[src/rtl/axis_replay_window.sv]
// AXI-Stream replay buffer for the MAC transmit path. The leading words of
// each packet are kept in a circular RAM so that the collision/backoff logic
// can restart the packet from word 0 a bounded number of times. Once a packet
// can no longer be replayed the RAM degrades into an ordinary streaming FIFO.
module axis_replay_window #(
    parameter int DATA_WIDTH  = 9,
    parameter int BUF_SIZE    = 54,
    parameter int MAX_REPLAYS = 15
) (
    input  logic                             clk,
    input  logic                             rst,
    input  logic [DATA_WIDTH-1:0]            s_axis_data,
    input  logic                             s_axis_valid,
    output logic                             s_axis_ready,
    input  logic                             s_axis_last,
    output logic [DATA_WIDTH-1:0]            m_axis_data,
    output logic                             m_axis_valid,
    input  logic                             m_axis_ready,
    output logic                             m_axis_last,
    input  logic                             replay,
    input  logic                             done,
    output logic                             replayable,
    output logic [$clog2(MAX_REPLAYS+1)-1:0] replay_count,
    output logic                             replay_err,
    output logic                             released
);

    localparam int AW    = $clog2(BUF_SIZE + 1);
    localparam int DEPTH = 2 ** AW;
    localparam int PW    = AW + 1;
    localparam int CW    = $clog2(MAX_REPLAYS + 1);
    localparam int HW    = $clog2(BUF_SIZE + 2);

    localparam logic [PW:0]   DEPTH_W  = (PW+1)'(DEPTH);
    localparam logic [HW-1:0] HS_FALL  = HW'(BUF_SIZE);
    localparam logic [HW-1:0] HS_SAT   = HW'(BUF_SIZE + 1);
    localparam logic [CW-1:0] CNT_MAX  = CW'(MAX_REPLAYS);
    localparam logic [CW-1:0] CNT_LAST = CW'(MAX_REPLAYS - 1);

    logic [DATA_WIDTH-1:0] mem_q [DEPTH];

    logic                  in_valid_q, in_valid_d;
    logic                  in_last_q;
    logic [DATA_WIDTH-1:0] in_data_q;
    logic [PW-1:0]         s_ptr_q, s_ptr_d;
    logic [PW-1:0]         m_ptr_q, m_ptr_d;
    logic [PW-1:0]         last_ptr_q, last_ptr_d;
    logic                  last_valid_q, last_valid_d;
    logic                  m_valid_q, m_valid_d;
    logic                  m_last_q, m_last_d;
    logic [DATA_WIDTH-1:0] m_data_q;
    logic                  replayable_q, replayable_d;
    logic [CW-1:0]         count_q, count_d;
    logic [HW-1:0]         hs_cnt_q, hs_cnt_d;
    logic                  last_hs_q, last_hs_d;
    logic                  err_q, err_d;
    logic                  released_q, released_d;
    logic                  run_q;

    logic          s_hs, m_hs, replay_ok, release_go, empty, load, last_seen;
    logic [PW-1:0] occ_raw;
    logic [PW:0]   fill_abs, fill_occ;

    // Fill levels include the word waiting in the input register, which is
    // always written to the RAM on the following edge.
    assign occ_raw  = s_ptr_q - m_ptr_q;
    assign fill_abs = {1'b0, s_ptr_q} + {{PW{1'b0}}, in_valid_q};
    assign fill_occ = {1'b0, occ_raw} + {{PW{1'b0}}, in_valid_q};

    // While replayable nothing may be overwritten, so writes stop at the
    // physical end of the RAM; afterwards only true occupancy matters.
    assign last_seen    = last_valid_q || (in_valid_q && in_last_q);
    assign s_axis_ready = run_q && !last_seen &&
                          (replayable_q ? (fill_abs < DEPTH_W) : (fill_occ < DEPTH_W));

    assign s_hs       = s_axis_valid && s_axis_ready;
    assign m_hs       = m_valid_q && m_axis_ready;
    assign replay_ok  = replay && replayable_q;
    assign release_go = last_hs_q && !replayable_q;
    assign empty      = (s_ptr_q == m_ptr_q);
    assign load       = !empty && (!m_valid_q || m_axis_ready) && !replay_ok && !release_go;

    assign m_axis_data  = m_data_q;
    assign m_axis_valid = m_valid_q;
    assign m_axis_last  = m_last_q;
    assign replayable   = replayable_q;
    assign replay_count = count_q;
    assign replay_err   = err_q;
    assign released     = released_q;

    // Next-state for pointers, output stage and replay bookkeeping.
    always_comb begin
        in_valid_d   = s_hs;
        s_ptr_d      = s_ptr_q;
        m_ptr_d      = m_ptr_q;
        last_ptr_d   = last_ptr_q;
        last_valid_d = last_valid_q;
        m_valid_d    = m_valid_q;
        m_last_d     = m_last_q;
        replayable_d = replayable_q;
        count_d      = count_q;
        hs_cnt_d     = hs_cnt_q;
        last_hs_d    = last_hs_q;
        err_d        = replay && !replayable_q;
        released_d   = release_go;

        if (in_valid_q) begin
            s_ptr_d = s_ptr_q + PW'(1);
            if (in_last_q) begin
                last_ptr_d   = s_ptr_q;
                last_valid_d = 1'b1;
            end
        end

        if (replay_ok) begin
            // Restart the pass; any un-accepted beat is withdrawn.
            m_ptr_d   = '0;
            m_valid_d = 1'b0;
            m_last_d  = 1'b0;
            hs_cnt_d  = '0;
            last_hs_d = 1'b0;
            count_d   = (count_q == CNT_MAX) ? count_q : count_q + CW'(1);
            if (count_q >= CNT_LAST || done) begin
                replayable_d = 1'b0;
            end
        end else begin
            if (m_hs) begin
                if (hs_cnt_q != HS_SAT) begin
                    hs_cnt_d = hs_cnt_q + HW'(1);
                end
                if (m_last_q) begin
                    last_hs_d = 1'b1;
                end
                // Word BUF_SIZE leaving means word 0 may soon be overwritten.
                if (hs_cnt_q == HS_FALL) begin
                    replayable_d = 1'b0;
                end
            end
            if (done) begin
                replayable_d = 1'b0;
            end
            if (load) begin
                m_ptr_d   = m_ptr_q + PW'(1);
                m_valid_d = 1'b1;
                m_last_d  = last_valid_q && (m_ptr_q == last_ptr_q);
            end else if (m_hs) begin
                m_valid_d = 1'b0;
                m_last_d  = 1'b0;
            end
            if (release_go) begin
                s_ptr_d      = '0;
                m_ptr_d      = '0;
                last_ptr_d   = '0;
                last_valid_d = 1'b0;
                m_valid_d    = 1'b0;
                m_last_d     = 1'b0;
                replayable_d = 1'b1;
                count_d      = '0;
                hs_cnt_d     = '0;
                last_hs_d    = 1'b0;
            end
        end
    end

    // Control state with synchronous reset; run_q keeps the slave idle during reset.
    always_ff @(posedge clk) begin
        if (rst) begin
            run_q        <= 1'b0;
            in_valid_q   <= 1'b0;
            s_ptr_q      <= '0;
            m_ptr_q      <= '0;
            last_ptr_q   <= '0;
            last_valid_q <= 1'b0;
            m_valid_q    <= 1'b0;
            m_last_q     <= 1'b0;
            replayable_q <= 1'b1;
            count_q      <= '0;
            hs_cnt_q     <= '0;
            last_hs_q    <= 1'b0;
            err_q        <= 1'b0;
            released_q   <= 1'b0;
        end else begin
            run_q        <= 1'b1;
            in_valid_q   <= in_valid_d;
            s_ptr_q      <= s_ptr_d;
            m_ptr_q      <= m_ptr_d;
            last_ptr_q   <= last_ptr_d;
            last_valid_q <= last_valid_d;
            m_valid_q    <= m_valid_d;
            m_last_q     <= m_last_d;
            replayable_q <= replayable_d;
            count_q      <= count_d;
            hs_cnt_q     <= hs_cnt_d;
            last_hs_q    <= last_hs_d;
            err_q        <= err_d;
            released_q   <= released_d;
        end
    end

    // Input pipeline stage; contents only matter while in_valid_q is set.
    always_ff @(posedge clk) begin
        if (s_hs) begin
            in_data_q <= s_axis_data;
            in_last_q <= s_axis_last;
        end
    end

    // RAM write port, fed from the input stage.
    always_ff @(posedge clk) begin
        if (!rst && in_valid_q) begin
            mem_q[s_ptr_q[AW-1:0]] <= in_data_q;
        end
    end

    // RAM registered read straight into the output data register.
    always_ff @(posedge clk) begin
        if (load) begin
            m_data_q <= mem_q[m_ptr_q[AW-1:0]];
        end
    end

endmodule

[config.mk]
export PLATFORM = sky130hd
export DESIGN_NAME = axis_replay_window
export DESIGN_NICKNAME = d
export VERILOG_FILES = /design/src/rtl/axis_replay_window.sv
export SDC_FILE = /design/constraint.sdc
export NUM_CORES = 1
export LEC_CHECK = 0
export CORE_ASPECT_RATIO = 1.1
export CORE_MARGIN = 2
export CORE_UTILIZATION = 45
export CTS_CLUSTER_DIAMETER = 40
export DETAILED_ROUTE_END_ITERATION = 10
export GPL_TIMING_DRIVEN = 0
export SYNTH_ARGS = -nofsm -noshare
export SYNTH_HDL_FRONTEND = slang
export SYNTH_SLANG_ARGS = --single-unit
[constraint.sdc]
create_clock -name clk -period 7.5 [get_ports clk]
set_input_delay 1.125 -clock clk [delete_from_list [all_inputs] [get_ports clk]]
set_output_delay 1.125 -clock clk [all_outputs]
set_load 0.01 [all_outputs]
======== Yosys cells after proc, flatten, opt, wreduce, memory -nomap -nowiden ========
Memories as Yosys holds them, arrays and structs flattened. A register that Yosys moved wholly into a read port is not among the register bits.
Cells that the tools add are included.
storage, ports and cells
  memories ................................ 1
  ROM bits ................................ 0
  input port bits ......................... 16
  output and inout bits ................... 19
  register bits ........................... 50
  bits in latches ......................... 0
  memory bits (writable) .................. 576
cells by class
  $add $sub $neg .......................... 7
  reductions and logical operators ........ 32
  bitwise logic cells ..................... 0
  shift-type cells ........................ 0
  div/mod/pow operators ................... 0
  multiplexer cells ....................... 27
  equal/unequal tests ..................... 7
  multipliers ............................. 0
  order comparisons ....................... 3
memory list
  name   words  width  read ports  clocked after memory_dff  wr ports  RTL line  RTL
  mem_q  64     9      1           1                         1         40        logic [DATA_WIDTH-1:0] mem_q [DEPTH];
operator list
  cell                 number
  $mux 7               7
  $mux 1               17
  $add 7x1->8          2
  $lt 8x7->1 const B   2
  $add 7x1->7 const B  2
  $eq 7x7->1           2
  $logic_and 1x1->1    13
  $mux 4               3
  $reduce_bool 4->1    2
  $logic_not 1->1      7
  $sub 7x7->7          1
  $add 6x1->6 const B  1
  $eq 6x6->1 const B   1
  $ne 6x6->1 const B   1
  $reduce_and 2->1     3
  $add 4x1->4 const B  1
  $eq 4x4->1 const B   1
  $ge 4x4->1 const B   1
  $reduce_bool 2->1    2
  $logic_or 1x1->1     3
  $reduce_and 3->1     1
  $reduce_or 3->1      1
  $ne 2x1->1 const B   1
  $ne 2x2->1 const B   1

======== Logic depth before layout (Yosys ltp) ========
  word-level depth ........................ 6
  mapped depth ............................ 10

======== Worst setup path after synthesis ========
OpenSTA, ideal clock, no wires.
  path type ............................... register to output
  start point ............................. register m_ptr_q[1]
  end point ............................... output port s_axis_ready
  cell stages (with the launch flop) ...... 10
  slack ................................... 4034 ps
  data arrival time ....................... 2341 ps
  data required time ...................... 6375 ps
  buffers on the path ..................... 3
  cells stage by stage .................... dfxtp_1 > buf_6 > buf_6 > buf_4 > inv_2 > fa_1 > nor4bb_1 > nand3_1 > nor4b_1 > nor2_1
between the ends
  longest elaborated chain between the ends .. 5
RTL lines
  item                    RTL line  RTL
  from (decl)             46        logic [PW-1:0] m_ptr_q, m_ptr_d;
  from (signal assigned)  186       m_ptr_q <= m_ptr_d;
  $sub 7x7->7             66        assign occ_raw = s_ptr_q - m_ptr_q;
  $add 7x1->8             68        assign fill_occ = {1'b0, occ_raw} + {{PW{1'b0}}, in_valid_q};
  $lt 8x7->1              74        (replayable_q ? (fill_abs < DEPTH_W) : (fill_occ < DEPTH_W));
  $mux 1                  74
  $logic_and 1x1->1       73        assign s_axis_ready = run_q && !last_seen &&
  to (decl)               14        output logic s_axis_ready,
No other way between the ends.

======== Final worst setup path ========
Same ends and word-level chain as after synthesis.

==> reports/summary.txt <==
STA
----------------------------------------------------------------------------------------
Slew margin rel.                                                                  0.2720
Hold Vio Cnt, Final                                                                    0
Accumulated negative setup slack                                                    0 ns
Total setup violations reported at the end of the flow                                 0
Max Slew Vio Count                                                                     0
Highest clock frequency the design can meet                                    186.5 MHz
Transition time at the pin with the least slew margin                           1.088 ns
Post-Route Skew                                                               0.02327 ns
Portion of the clock cycle consumed by the worst path in the final layout         0.7148
Unrepaired setup endpoints after global routing                                       no
Crit path time final                                                            5.361 ns

FLOORPLANNING
----------------------------------------------------------------------------------------
Count of pins on the block boundary                                                   35
Initial core utilization                                                          0.4578
Chip Width                                                                      229.7 um
Number of placement rows                                                              90
Floorplan die height                                                            252.2 um
Core ar.                                                                       55070 um2
Die footprint                                                                  57930 um2

ROUTE
----------------------------------------------------------------------------------------
Detailed Routing Iterations Pass 1                                                     5
DRT iter0 DRCs                                                                      1243
DRC violation count after routing                                                      0
Overall routed net length                                                       63020 um
Via density per instance                                                           5.849
Via count                                                                          13060
Average wire length per cell after detail routing                               28.22 um
Count of nets left with antenna violations after detail routing                        0

SYNTH
----------------------------------------------------------------------------------------
Combinational family with the most area after synthesis                     multiplexers
Leading post-synthesis cells by cell area                                   sky130_fd_sc_hd__edfxtp_1, sky130_fd_sc_hd__mux4_2, sky130_fd_sc_hd__dfxtp_1
Syn Inst Count                                                                      1312
Ranking of synthesized cells by instance count                              sky130_fd_sc_hd__edfxtp_1, sky130_fd_sc_hd__mux4_2, sky130_fd_sc_hd__nor2_1
Flops & latches, synth                                                               635
Average instance area after synthesis                                          19.21 um2
Compound-Gate Fraction of Synth Area                                             0.03743
Dominant cell type by area after synthesis                                  sky130_fd_sc_hd__edfxtp_1
Share of flip-flops with an asynchronous set or reset after synthesis                  0
Number of distinct library cells after synthesis                                      67
Fraction of synthesized cell area in xor and xnor cells                         0.008687
Synthesized-area fraction occupied by adder cells                               0.007247
Netlist area before placement                                                  25210 um2
Synth top area share                                                              0.7088
Most common cell in the netlist                                             sky130_fd_sc_hd__edfxtp_1
Simple-gate portion of the synthesized area                                      0.04567
Net count after synthesis                                                           1342
Yosys warnings                                                                         0
Post-synth EDFFs                                                                     595
Register area share after synthesis                                               0.7406
Top_reg_cell synth                                                          sky130_fd_sc_hd__edfxtp_1
Mux share of post-synthesis cell area                                             0.1364

JOB
----------------------------------------------------------------------------------------
Count of max-cap constraint violations                                                 0

PLACEMENT
----------------------------------------------------------------------------------------
Placed wire-length estimate                                                     42210 um
GPL Wtd Cong                                                                      0.8922
Input/output buffers                                                                  33
Post-Place Cell Area                                                           26980 um2

LAYOUT
----------------------------------------------------------------------------------------
Area Growth Syn to Fin                                                            16.13%
Layout cell share with drive strength beyond 1                                    0.2091
Antenna cells                                                                          0
Finished layout cell area                                                      29270 um2
Net count, final                                                                    1471
Filler Cell Count                                                                   4288

CLOCK NETWORK
----------------------------------------------------------------------------------------
Clock tree sinks                                                                     635
Cts repair resizes                                                                     0
Level count of the clock H-tree                                                        3
Clock-pin slew on the worst setup and hold paths                                 0.06 ns
Post-CTS Hold Fix Bufs                                                                 0
TritonCTS clock tree                                                                done
Clock Root Buffer                                                           sky130_fd_sc_hd__clkbuf_16
Postcts setup bufs                                                                     0
Source-to-sink clock delay at the later pin of the worst-skew pair               0.61 ns
CTS buffer count                                                                      73
Maximum clock path buffer count                                                        3

POWER
----------------------------------------------------------------------------------------
Max IR drop VDD                                                                 169.3 uV
Power per Cell Area                                                         256.0 nW/um2
Leakage dissipation                                                          0.009260 uW
Total power consumption of the routed design                                     7493 uW

WORST SETUP PATH
----------------------------------------------------------------------------------------
Critical setup path kind                                                         reg2out
CP Launch Type                                                                      flop
Critical Path AT                                                                 4.24 ns
Required @ worst endpoint                                                        6.38 ns
Max Fanout on Critical Path                                                           10
Endpoint kind of the worst setup timing path                                primary output

GRT
----------------------------------------------------------------------------------------
M2 GR Usage                                                                       0.3727
Met1 Track Usage GR                                                               0.2993
Total grt overflow                                                                     0
Number of global-route vias before repair                                          13430
Overall global routing resource usage                                             0.2229
Pin count of the biggest net entering global routing                                  33
First-pass GRT wire length                                                      92010 um
Gr busiest metal                                                                    met2
Fraction of met3 tracks used by global routing                                   0.03757
Antenna violations before repair                                                       0

OUTCOME
----------------------------------------------------------------------------------------
Run status                                                                  complete, no violations

MIN PATH
----------------------------------------------------------------------------------------
Type of the most critical hold path                                              reg2reg

flip-flops by register name, summed over array words and instances, names as in the netlist:
name	count
hs_cnt_q	6
in_data_q	9
in_last_q	1
in_valid_q	1
last_hs_q	1
last_ptr_q	7
last_valid_q	1
m_axis_data	9
m_axis_last	1
m_axis_valid	1
m_ptr_q	7
mem_q	576
released	1
replay_count	4
replay_err	1
replayable	1
run_q	1
s_ptr_q	7
layout make-up:
type	count	area, um2	area share
clock buffers	86	1897	0.06480
clock inverters	45	392.9	0.01342
well taps	736	920.9	0.03146
repair buffers	54	850.8	0.02906
multi-input cells	594	5939	0.2029
plain buffers	68	548.0	0.01872
inverters	15	56.30	0.001923
flip-flops and latches	635	18670	0.6377
per-layer routing:
metal / vias up / wire length (um)
met1: 6925 / 26230
met3: 76 / 3634
met4: 0 / 1562
li1: 5616 / -
met5: - / 0
met2: 443 / 31590
kinds of logic (layout without fill, tap and decap cells):
group           count (synthesis)  count (layout)
compound gates                131             131
xor+xnor                       25              25
fa+ha+maj                      14              14
buf+inv                        83             268
flops                         635             635
mux                           181             181
simple gates                  243             243
through the flow:
| step | instances | hold WS [ns] | utilization | setup WS (ns) |
|---|---|---|---|---|
| after floorplan | 1312 | 0.4478 | - | 4.034 |
| after global placement | 2081 | 0.4564 | 0.4805 | 2.861 |
| after detailed placement | 2102 | 0.4629 | 0.4899 | 2.815 |
| after CTS | 2233 | 0.4704 | 0.5315 | 2.172 |
| after global routing | 2233 | 0.4969 | 0.5316 | 1.935 |
| final | 2233 | 0.4684 | 0.5316 | 2.139 |
worst max-delay path, stage by stage, from the launching register on:
cell and delay (ns):
sky130_fd_sc_hd__dfxtp_1 0.35, sky130_fd_sc_hd__buf_6 0.21, sky130_fd_sc_hd__buf_6 0.23, sky130_fd_sc_hd__buf_4 0.31, sky130_fd_sc_hd__inv_2 0.22, sky130_fd_sc_hd__fa_1 0.54
sky130_fd_sc_hd__nor4bb_1 0.29, sky130_fd_sc_hd__nand3_1 0.12, sky130_fd_sc_hd__nor4b_1 0.68, sky130_fd_sc_hd__nor2_1 0.11, sky130_fd_sc_hd__clkdlybuf4s50_1 0.54
report_power, final:
| part | switching, uW | internal (uW) |
|---|---|---|
| sequential | 17.7 | 3870 |
| clock | 1440 | 1940 |
| combinational | 122 | 96.6 |
| total | 1580 | 5910 |
layout by cell type (no fill, tap or decap), drive strengths merged, types with 9 or more instances in the layout:
cell type and instances:
buf 67, clkbuf 107, a211oi 14, nand2 45
nor3 10, clkdlybuf4s50 33, o221ai 9, a22o 14
nor4 11, dfxtp 40, ha 13, a21oi 19
inv 29, edfxtp 595, o21ai 25, nand3 21
clkinv 23, mux2i 54, mux4 126, o22ai 25
xor2 17, nor2 109
final timing paths:
path / to / cells after the start / from / slack, ns
worst min register to register: last_ptr_q[6]$_SDFF_PP0_ / 2 / last_ptr_q[6]$_SDFF_PP0_ / 0.47
worst min-delay path: last_ptr_q[6]$_SDFF_PP0_ / 2 / last_ptr_q[6]$_SDFF_PP0_ / 0.47
worst max-delay path: s_axis_ready / 10 / m_ptr_q[1]$_SDFFE_PP0P_ / 2.14
worst max register to register: in_data_q[2]$_DFFE_PP_ / 10 / m_ptr_q[1]$_SDFFE_PP0P_ / 3.86
Note: power is estimated with default switching activity, not from simulation.
